===== src/rtl/seq_subtractor_64bit.sv =====
// rtl/seq_subtractor_64bit.sv - 64-bit subtractor, one 8-bit ripple-borrow slice per cycle; optional ovf output under SUB_OVERFLOW_EN
module seq_subtractor_64bit (
   input  logic        clk,
   input  logic        rst,
   input  logic        start,
   input  logic [63:0] a,
   input  logic [63:0] b,
   input  logic        bin,
   output logic [63:0] diff,
   output logic        bout,
   output logic        busy,
   output logic        done
`ifdef SUB_OVERFLOW_EN
   ,
   output logic        ovf
`endif
);

   typedef enum logic [1:0] {
      IDLE = 2'd0,
      RUN  = 2'd1,
      DONE = 2'd2
   } state_t;

   state_t      state;
   logic [63:0] a_q;
   logic [63:0] b_q;
   logic [63:0] acc_q;
   logic [2:0]  idx_q;
   logic        br_q;

   logic [7:0]  slice_x;
   logic [7:0]  slice_y;
   logic [7:0]  slice_d;
   logic        slice_bout;
   logic        br_c;

   // Current slice: bitwise ripple-borrow chain seeded by the registered borrow
   always_comb begin
      slice_x    = a_q[{idx_q, 3'b000} +: 8];
      slice_y    = b_q[{idx_q, 3'b000} +: 8];
      slice_d    = 8'd0;
      br_c       = br_q;
      for (int i = 0; i < 8; i++) begin
         slice_d[i] = slice_x[i] ^ slice_y[i] ^ br_c;
         br_c       = (~slice_x[i] & slice_y[i]) | (~(slice_x[i] ^ slice_y[i]) & br_c);
      end
      slice_bout = br_c;
   end

   // Control FSM; diff/bout/ovf only change on the last slice so partial results never show
   always_ff @(posedge clk) begin
      if (rst) begin
         state <= IDLE;
         a_q   <= 64'd0;
         b_q   <= 64'd0;
         acc_q <= 64'd0;
         idx_q <= 3'd0;
         br_q  <= 1'b0;
         diff  <= 64'd0;
         bout  <= 1'b0;
         busy  <= 1'b0;
         done  <= 1'b0;
`ifdef SUB_OVERFLOW_EN
         ovf   <= 1'b0;
`endif
      end else begin
         case (state)
            IDLE: begin
               done <= 1'b0;
               if (start) begin
                  a_q   <= a;
                  b_q   <= b;
                  br_q  <= bin;
                  idx_q <= 3'd0;
                  acc_q <= 64'd0;
                  busy  <= 1'b1;
                  state <= RUN;
               end
            end
            RUN: begin
               acc_q[{idx_q, 3'b000} +: 8] <= slice_d;
               br_q                        <= slice_bout;
               if (idx_q == 3'd7) begin
                  diff  <= {slice_d, acc_q[55:0]};
                  bout  <= slice_bout;
`ifdef SUB_OVERFLOW_EN
                  // Signed overflow: operands differ in sign and result sign differs from a
                  ovf   <= (a_q[63] != b_q[63]) && (slice_d[7] != a_q[63]);
`endif
                  busy  <= 1'b0;
                  done  <= 1'b1;
                  state <= DONE;
               end else begin
                  idx_q <= idx_q + 3'd1;
               end
            end
            DONE: begin
               done  <= 1'b0;
               state <= IDLE;
            end
            default: begin
               busy  <= 1'b0;
               done  <= 1'b0;
               state <= IDLE;
            end
         endcase
      end
   end

endmodule


===== config.mk =====
export PLATFORM = sky130hd
export DESIGN_NAME = seq_subtractor_64bit
export DESIGN_NICKNAME = d
export VERILOG_FILES = /design/src/rtl/seq_subtractor_64bit.sv
export SDC_FILE = /design/constraint.sdc
export NUM_CORES = 1
export LEC_CHECK = 0
export CAP_MARGIN = 20
export CORE_MARGIN = 2
export CORE_UTILIZATION = 52
export CTS_CLUSTER_DIAMETER = 150
export DETAILED_ROUTE_END_ITERATION = 8
export HOLD_SLACK_MARGIN = 0.12
export PLACE_DENSITY = 0.89
export SKIP_LAST_GASP = 1
export SYNTH_ARGS = -nofsm -noshare
export SYNTH_HDL_FRONTEND = slang
export SYNTH_SLANG_ARGS = --single-unit

===== constraint.sdc =====
create_clock -name clk -period 6.5 [get_ports clk]
set_input_delay 0.975 -clock clk [delete_from_list [all_inputs] [get_ports clk]]
set_output_delay 0.975 -clock clk [all_outputs]
set_load 0.02 [all_outputs]

# Word level (Yosys, flattened, before mapping)
# Index checks and enable logic that the tools add are counted.
[word_totals] register_bits=265 input_bits=132 out_inout_bits=67 wordCells=103
[classes] n_addsub=2 eq_ne=6 n_shift=4 muxes=14 n_bitwise=58 n_reduce_logical=9
[ops] op="64-bit one-hot mux with 2 select lines" n=1
[ops] op="64-bit by 7-bit indexed part select with 8-bit output" n=2
[ops] op="64-bit bitwise mux" n=1
[ops] op="64-bit 2-to-1 mux" n=1
[ops] op="8-bit by 8-bit variable shift with 64-bit output (first input constant)" n=1
[ops] op="8-bit by 8-bit indexed part select with 64-bit output" n=1
[ops] op="1-bit inverter" n=18
[ops] op="1-bit AND" n=16
[ops] op="1-bit XOR" n=16
[ops] op="6-bit negation with 8-bit output" n=1
[ops] op="1-bit OR" n=8
[ops] op="2-bit AND reduction" n=4
[ops] op="3-bit 2-to-1 mux" n=2
[ops] op="2-bit != test (second input constant)" n=3
[ops] op="3-bit one-hot mux with 2 select lines" n=1
[ops] op="3-bit AND reduction" n=2
[ops] op="2-bit 2-to-1 mux" n=2
[ops] op="2-bit one-hot mux with 2 select lines" n=1
[ops] op="3-bit by 1-bit adder with 3-bit output (second input constant)" n=1
[ops] op="3-bit equality test (second input constant)" n=1
[ops] op="1-bit 2-to-1 mux" n=3
[ops] op="1-bit one-hot mux with 3 select lines" n=1
[ops] op="2-bit by 1-bit equality test with 1-bit output (second input constant)" n=1
[ops] op="2-bit equality test (second input constant)" n=1
[ops] op="4 further kinds" n=4

# Logic depth before layout (Yosys ltp)
[depth] depth_word=21 ltp_mapped=18 mapped_depth_nobuf=15

# Worst setup path before layout
# OpenSTA, ideal clock, no wires.
[synth_timing] path_kind="flip-flop to flip-flop" startpoint="reg idx_q[0]" endpoint="reg acc_q[7]" setup_time_ns=0.058 t_arrival_ns=5.155 required_ns=6.442 path_slack_ns=1.287 stages_incl_launch_ff=17 path_buffers=2 synth_period_minus_slack_ns=5.213 cell_sequence="dfxtp_1 buf_4 buf_4 mux4_2 o21ai_0 fa_1 inv_1 fa_1 fa_1 fa_1 fa_1 fa_1 fa_1 inv_1 fa_1 nor2_1 mux2_2"
[synth_via] elab_chain_len=21 word_cells_on_any_way=58 classes_between="1 x add/sub; 4 x shift; 2 x mux; 51 x bitwise"
[synth_rtl] element="start: declaration" line_no="29" source="logic [2:0] idx_q;"
[synth_rtl] element="start signal: assignment" line_no="95" source="idx_q <= idx_q + 3'd1;"
[synth_rtl] element="64-bit by 7-bit indexed part select with 8-bit output (on tied branches)" line_no="40, 41"
[synth_rtl] element="1-bit XOR" line_no="45, 46"
[synth_rtl] element="1-bit inverter" line_no="46" source="br_c = (~slice_x[i] & slice_y[i]) | (~(slice_x[i] ^ slice_y[i]) & br_c);"
[synth_rtl] element="1-bit AND" line_no="46"
[synth_rtl] element="1-bit OR" line_no="46"
[synth_rtl] element="1-bit AND" line_no="46"
[synth_rtl] element="1-bit OR" line_no="46"
[synth_rtl] element="1-bit AND" line_no="46"
[synth_rtl] element="(+5 left out)"
[synth_rtl] element="1-bit AND" line_no="46"
[synth_rtl] element="1-bit OR" line_no="46"
[synth_rtl] element="1-bit AND" line_no="46"
[synth_rtl] element="1-bit OR" line_no="46"
[synth_rtl] element="1-bit XOR" line_no="45" source="slice_d[i] = slice_x[i] ^ slice_y[i] ^ br_c;"
[synth_rtl] element="8-bit by 8-bit indexed part select with 64-bit output" line_no="82" source="acc_q[{idx_q, 3'b000} +: 8] <= slice_d;"
[synth_rtl] element="64-bit bitwise mux (*)" line_no="82"
[synth_rtl] element="64-bit one-hot mux with 2 select lines (*)" line_no="68" source="case (state)"
[synth_rtl] element="end signal: indexed assignment" line_no="82"
[synth_rtl] element="end: declaration" line_no="28" source="logic [63:0] acc_q;"
# Mark *: on every way between the ends. The rest lies on a longest branch, timed or not.
# A chain may end at the register's enable or synchronous reset.

# Worst setup path after layout
# Same ends and word-level chain as after synthesis.

==> impl_metrics.toml <==
[run_status]
outcome = "completed"

[route]
drt_iter0_drc = 814
drc = 0
final_antenna_net_count = 0
vias = 8942
wl_per_cell_um = 16.9
drt-met1-wl_mm = 11.3
drt_wl_total_mm = 27.2
highest_layer = "met4"
route.met3.wl_mm = 1.83
route.met2.wl_mm = 13.2
vias_per_cell = 5.55
firstDrtPassIters = 5

[logic_synthesis]
synth.most_common_cell = "nand2_1"
synth_top_cell_by_area = "dfxtp_1"
synth_top_area_share_pct = 49.5
synth-main-ff-cell = "dfxtp_1"
ys_top_cells_by_area = "dfxtp_1, nand2_1, a21oi_1"
yosysSeqAreaShare_pct = 49.5
yosysUniqueCellTypes = 49
syn_inst = 1183
ys_async_sr_fraction_pct = 0
synth_commonest_cells = "nand2_1, dfxtp_1, a21oi_1"
avgSynthCellArea_um2 = 8.78
syn_area_um2 = 10400
synth_edf_count = 0
synthesis.nets = 1330
ys_ff_latch = 257
yosys_warnings = 0

[sta]
fmax_mhz = 174
rsz0062_at_grt = "false"
fin_hold_ws_ns = 0.449
hold_viol = 0
layout_min_cycle_time_ns = 5.73
relSlewSlack_pct = 24.1
tightestPinTransition_ns = 1.14
setup_viol_count_final = 0
slew_violations = 0
fin_crit_sh_pct = 88.2
tns_ns = 0
fin_skew_ns = 0.0128

[cts]
cts_buffers = 25
worstSkewPairLatency_ns = 0.51
cts_tree = "built"
cts_setup_buffers = 0
hold_buffers = 0
cts.sinks = 257
clk_pin_slew_ns = 0.06
h-tree-depth = 1
clockRootBuffer = "clkbuf_16"
cts_buffer_depth = 3
ctsResizeCount = 0

[floorplanning]
rows = 51
core_um2 = 19500
start_util_pct = 53.2
die_h_um = 145
ios = 199
die_area_um2 = 21100
die_width_um = 145

[global_routing]
track_usage_pct = 25.1
grt_pass1_vias = 8568
grt_pass1_wl_mm = 43.9
gr-total-overflow = 0
grt_antenna_before_repair = 0
grt_max_degree = 129

[final_layout]
drive_gt1_share_pct = 6.31
final_area_um2 = 13200
nets = 1478
fin_cells = 1612
diodes = 0
areaGrowthSynthToFinish_pct = 26.7

[power_and_ir_drop]
power_density_nw_per_um2 = 274
ir_drop_mv = 0.200
report.power.total_mw = 3.60
p_leak_nw = 4.73

[worst_setup_path]
cp_common_cell = "fa_1"
critPathSlowestCell = "dfxtp_1"
cp_num_buf_inv = 3
arrival_ns = 6.20
cpPeakStageDelay_ns = 0.63
worstSetupStartpoint = "idx_q[0]$_SDFFE_PP0P_"
cp-start-kind = "flop"
worstPathMaxFanout = 14
required_ns = 6.96
path_cells = "buf_4 -> mux4_2 -> nor2_1 -> a221oi_1 -> fa_1 -> inv_1 -> fa_1 -> fa_1 -> fa_1 -> fa_1 -> fa_1 -> fa_1 -> inv_1 -> fa_1 -> nor2_1 -> mux2_2"
critPathKind = "flop to flop"
critPathCaptureType = "flop"
critPathTopFamily = "adder cells"
worstReg2RegStart = "idx_q[0]$_SDFFE_PP0P_"

[hold_path]
min_from = "acc_q[48]$_SDFFE_PP0P_"
hp-class = "flop to flop"

[place]
gp_congestion = 0.857
postPlaceCellArea_um2 = 12300
dp.cells = 1567
dpl.hpwl_mm = 18.6
port_buffers = 198

[flow_run]
max_cap_violations = 0
final timing paths:
check	endpoint	slack [ns]	cells after the start
setup / recovery	acc_q[7]$_SDFFE_PP0P_	0.77	16
hold / removal	diff[48]$_SDFFE_PP0P_	0.45	2
setup reg to reg	acc_q[7]$_SDFFE_PP0P_	0.77	16
hold reg to reg	diff[48]$_SDFFE_PP0P_	0.45	2
stage by stage:
stage,worst slack (ns),util (%)
3_3_place_gp,0.915,63.1
2_1_floorplan,1.29,-
3_5_place_dp,0.818,63.1
4_1_cts,0.770,67.3
6_report,0.765,67.4
5_1_grt,0.418,67.4
worst register-to-register path, delay by kind of cell (launching register included):
family                   cells  cell delay, ns
AND/OR/NAND/NOR              2            0.34
AO/OA/AOI/OAI                1            0.35
adder cells (fa/ha/maj)      8            3.46
buffers and inverters        3            0.45
flip-flops                   1            0.63
multiplexers                 2            0.46
placed cells by master (no fill, tap or decap), drive strengths merged, types with 8 or more instances in the layout:
cell type and count:
nand2 386, dfxtp 257, clkdlybuf4s50 197, a21oi 196, mux2i 44, clkbuf 38, a22o 32, nor2 24
inv 21, mux4 16, nand3b 13, buf 13, o21ai 9, a221oi 8, a22oi 8, o22ai 8
nand2b 8, fa 8, nor3b 8
report_power, final:
part / internal [mW] / switching, mW / leakage (nW)
Combinational: 0.208 / 0.289 / 2.24
Sequential: 1.63 / 0.0380 / 2.09
Clock: 0.852 / 0.585 / 0.398
registers in the layout, indices dropped and copies added (netlist names):
| name | cells |
|---|---|
| bout | 1 |
| br_q | 1 |
| idx_q | 3 |
| done | 1 |
| a_q | 64 |
| busy | 1 |
| diff | 64 |
| b_q | 64 |
| acc_q | 56 |
| state | 2 |
final cells by class:
type	instances	area, um^2
Fill cell	1530	6360
Sequential cell	257	5150
Multi-Input combinational cell	814	4690
Timing Repair Buffer	211	2090
Clock buffer	37	731
Tap cell	265	332
Clock inverter	6	82.6
Inverter	22	82.6
cell families (layout without fill, tap and decap cells):
family | after synthesis | after routing | synth area share (%)
AO/OA/AOI/OAI | 271 | 271 | 15.5
adder cells (fa/ha/maj) | 15 | 15 | 2.38
buffers and inverters | 112 | 276 | 5.33
flip-flops | 257 | 257 | 49.5
multiplexers | 64 | 64 | 8.14
AND/OR/NAND/NOR | 464 | 464 | 19.1
per-layer routing:
layer | vias to the layer above | track usage [%]
li1 | 4290 | -
met1 | 4189 | 32.9
met2 | 394 | 42.7
met3 | 69 | 3.73
met4 | 0 | 8.38
met5 | - | 0
(Power assumes the default switching activity.)
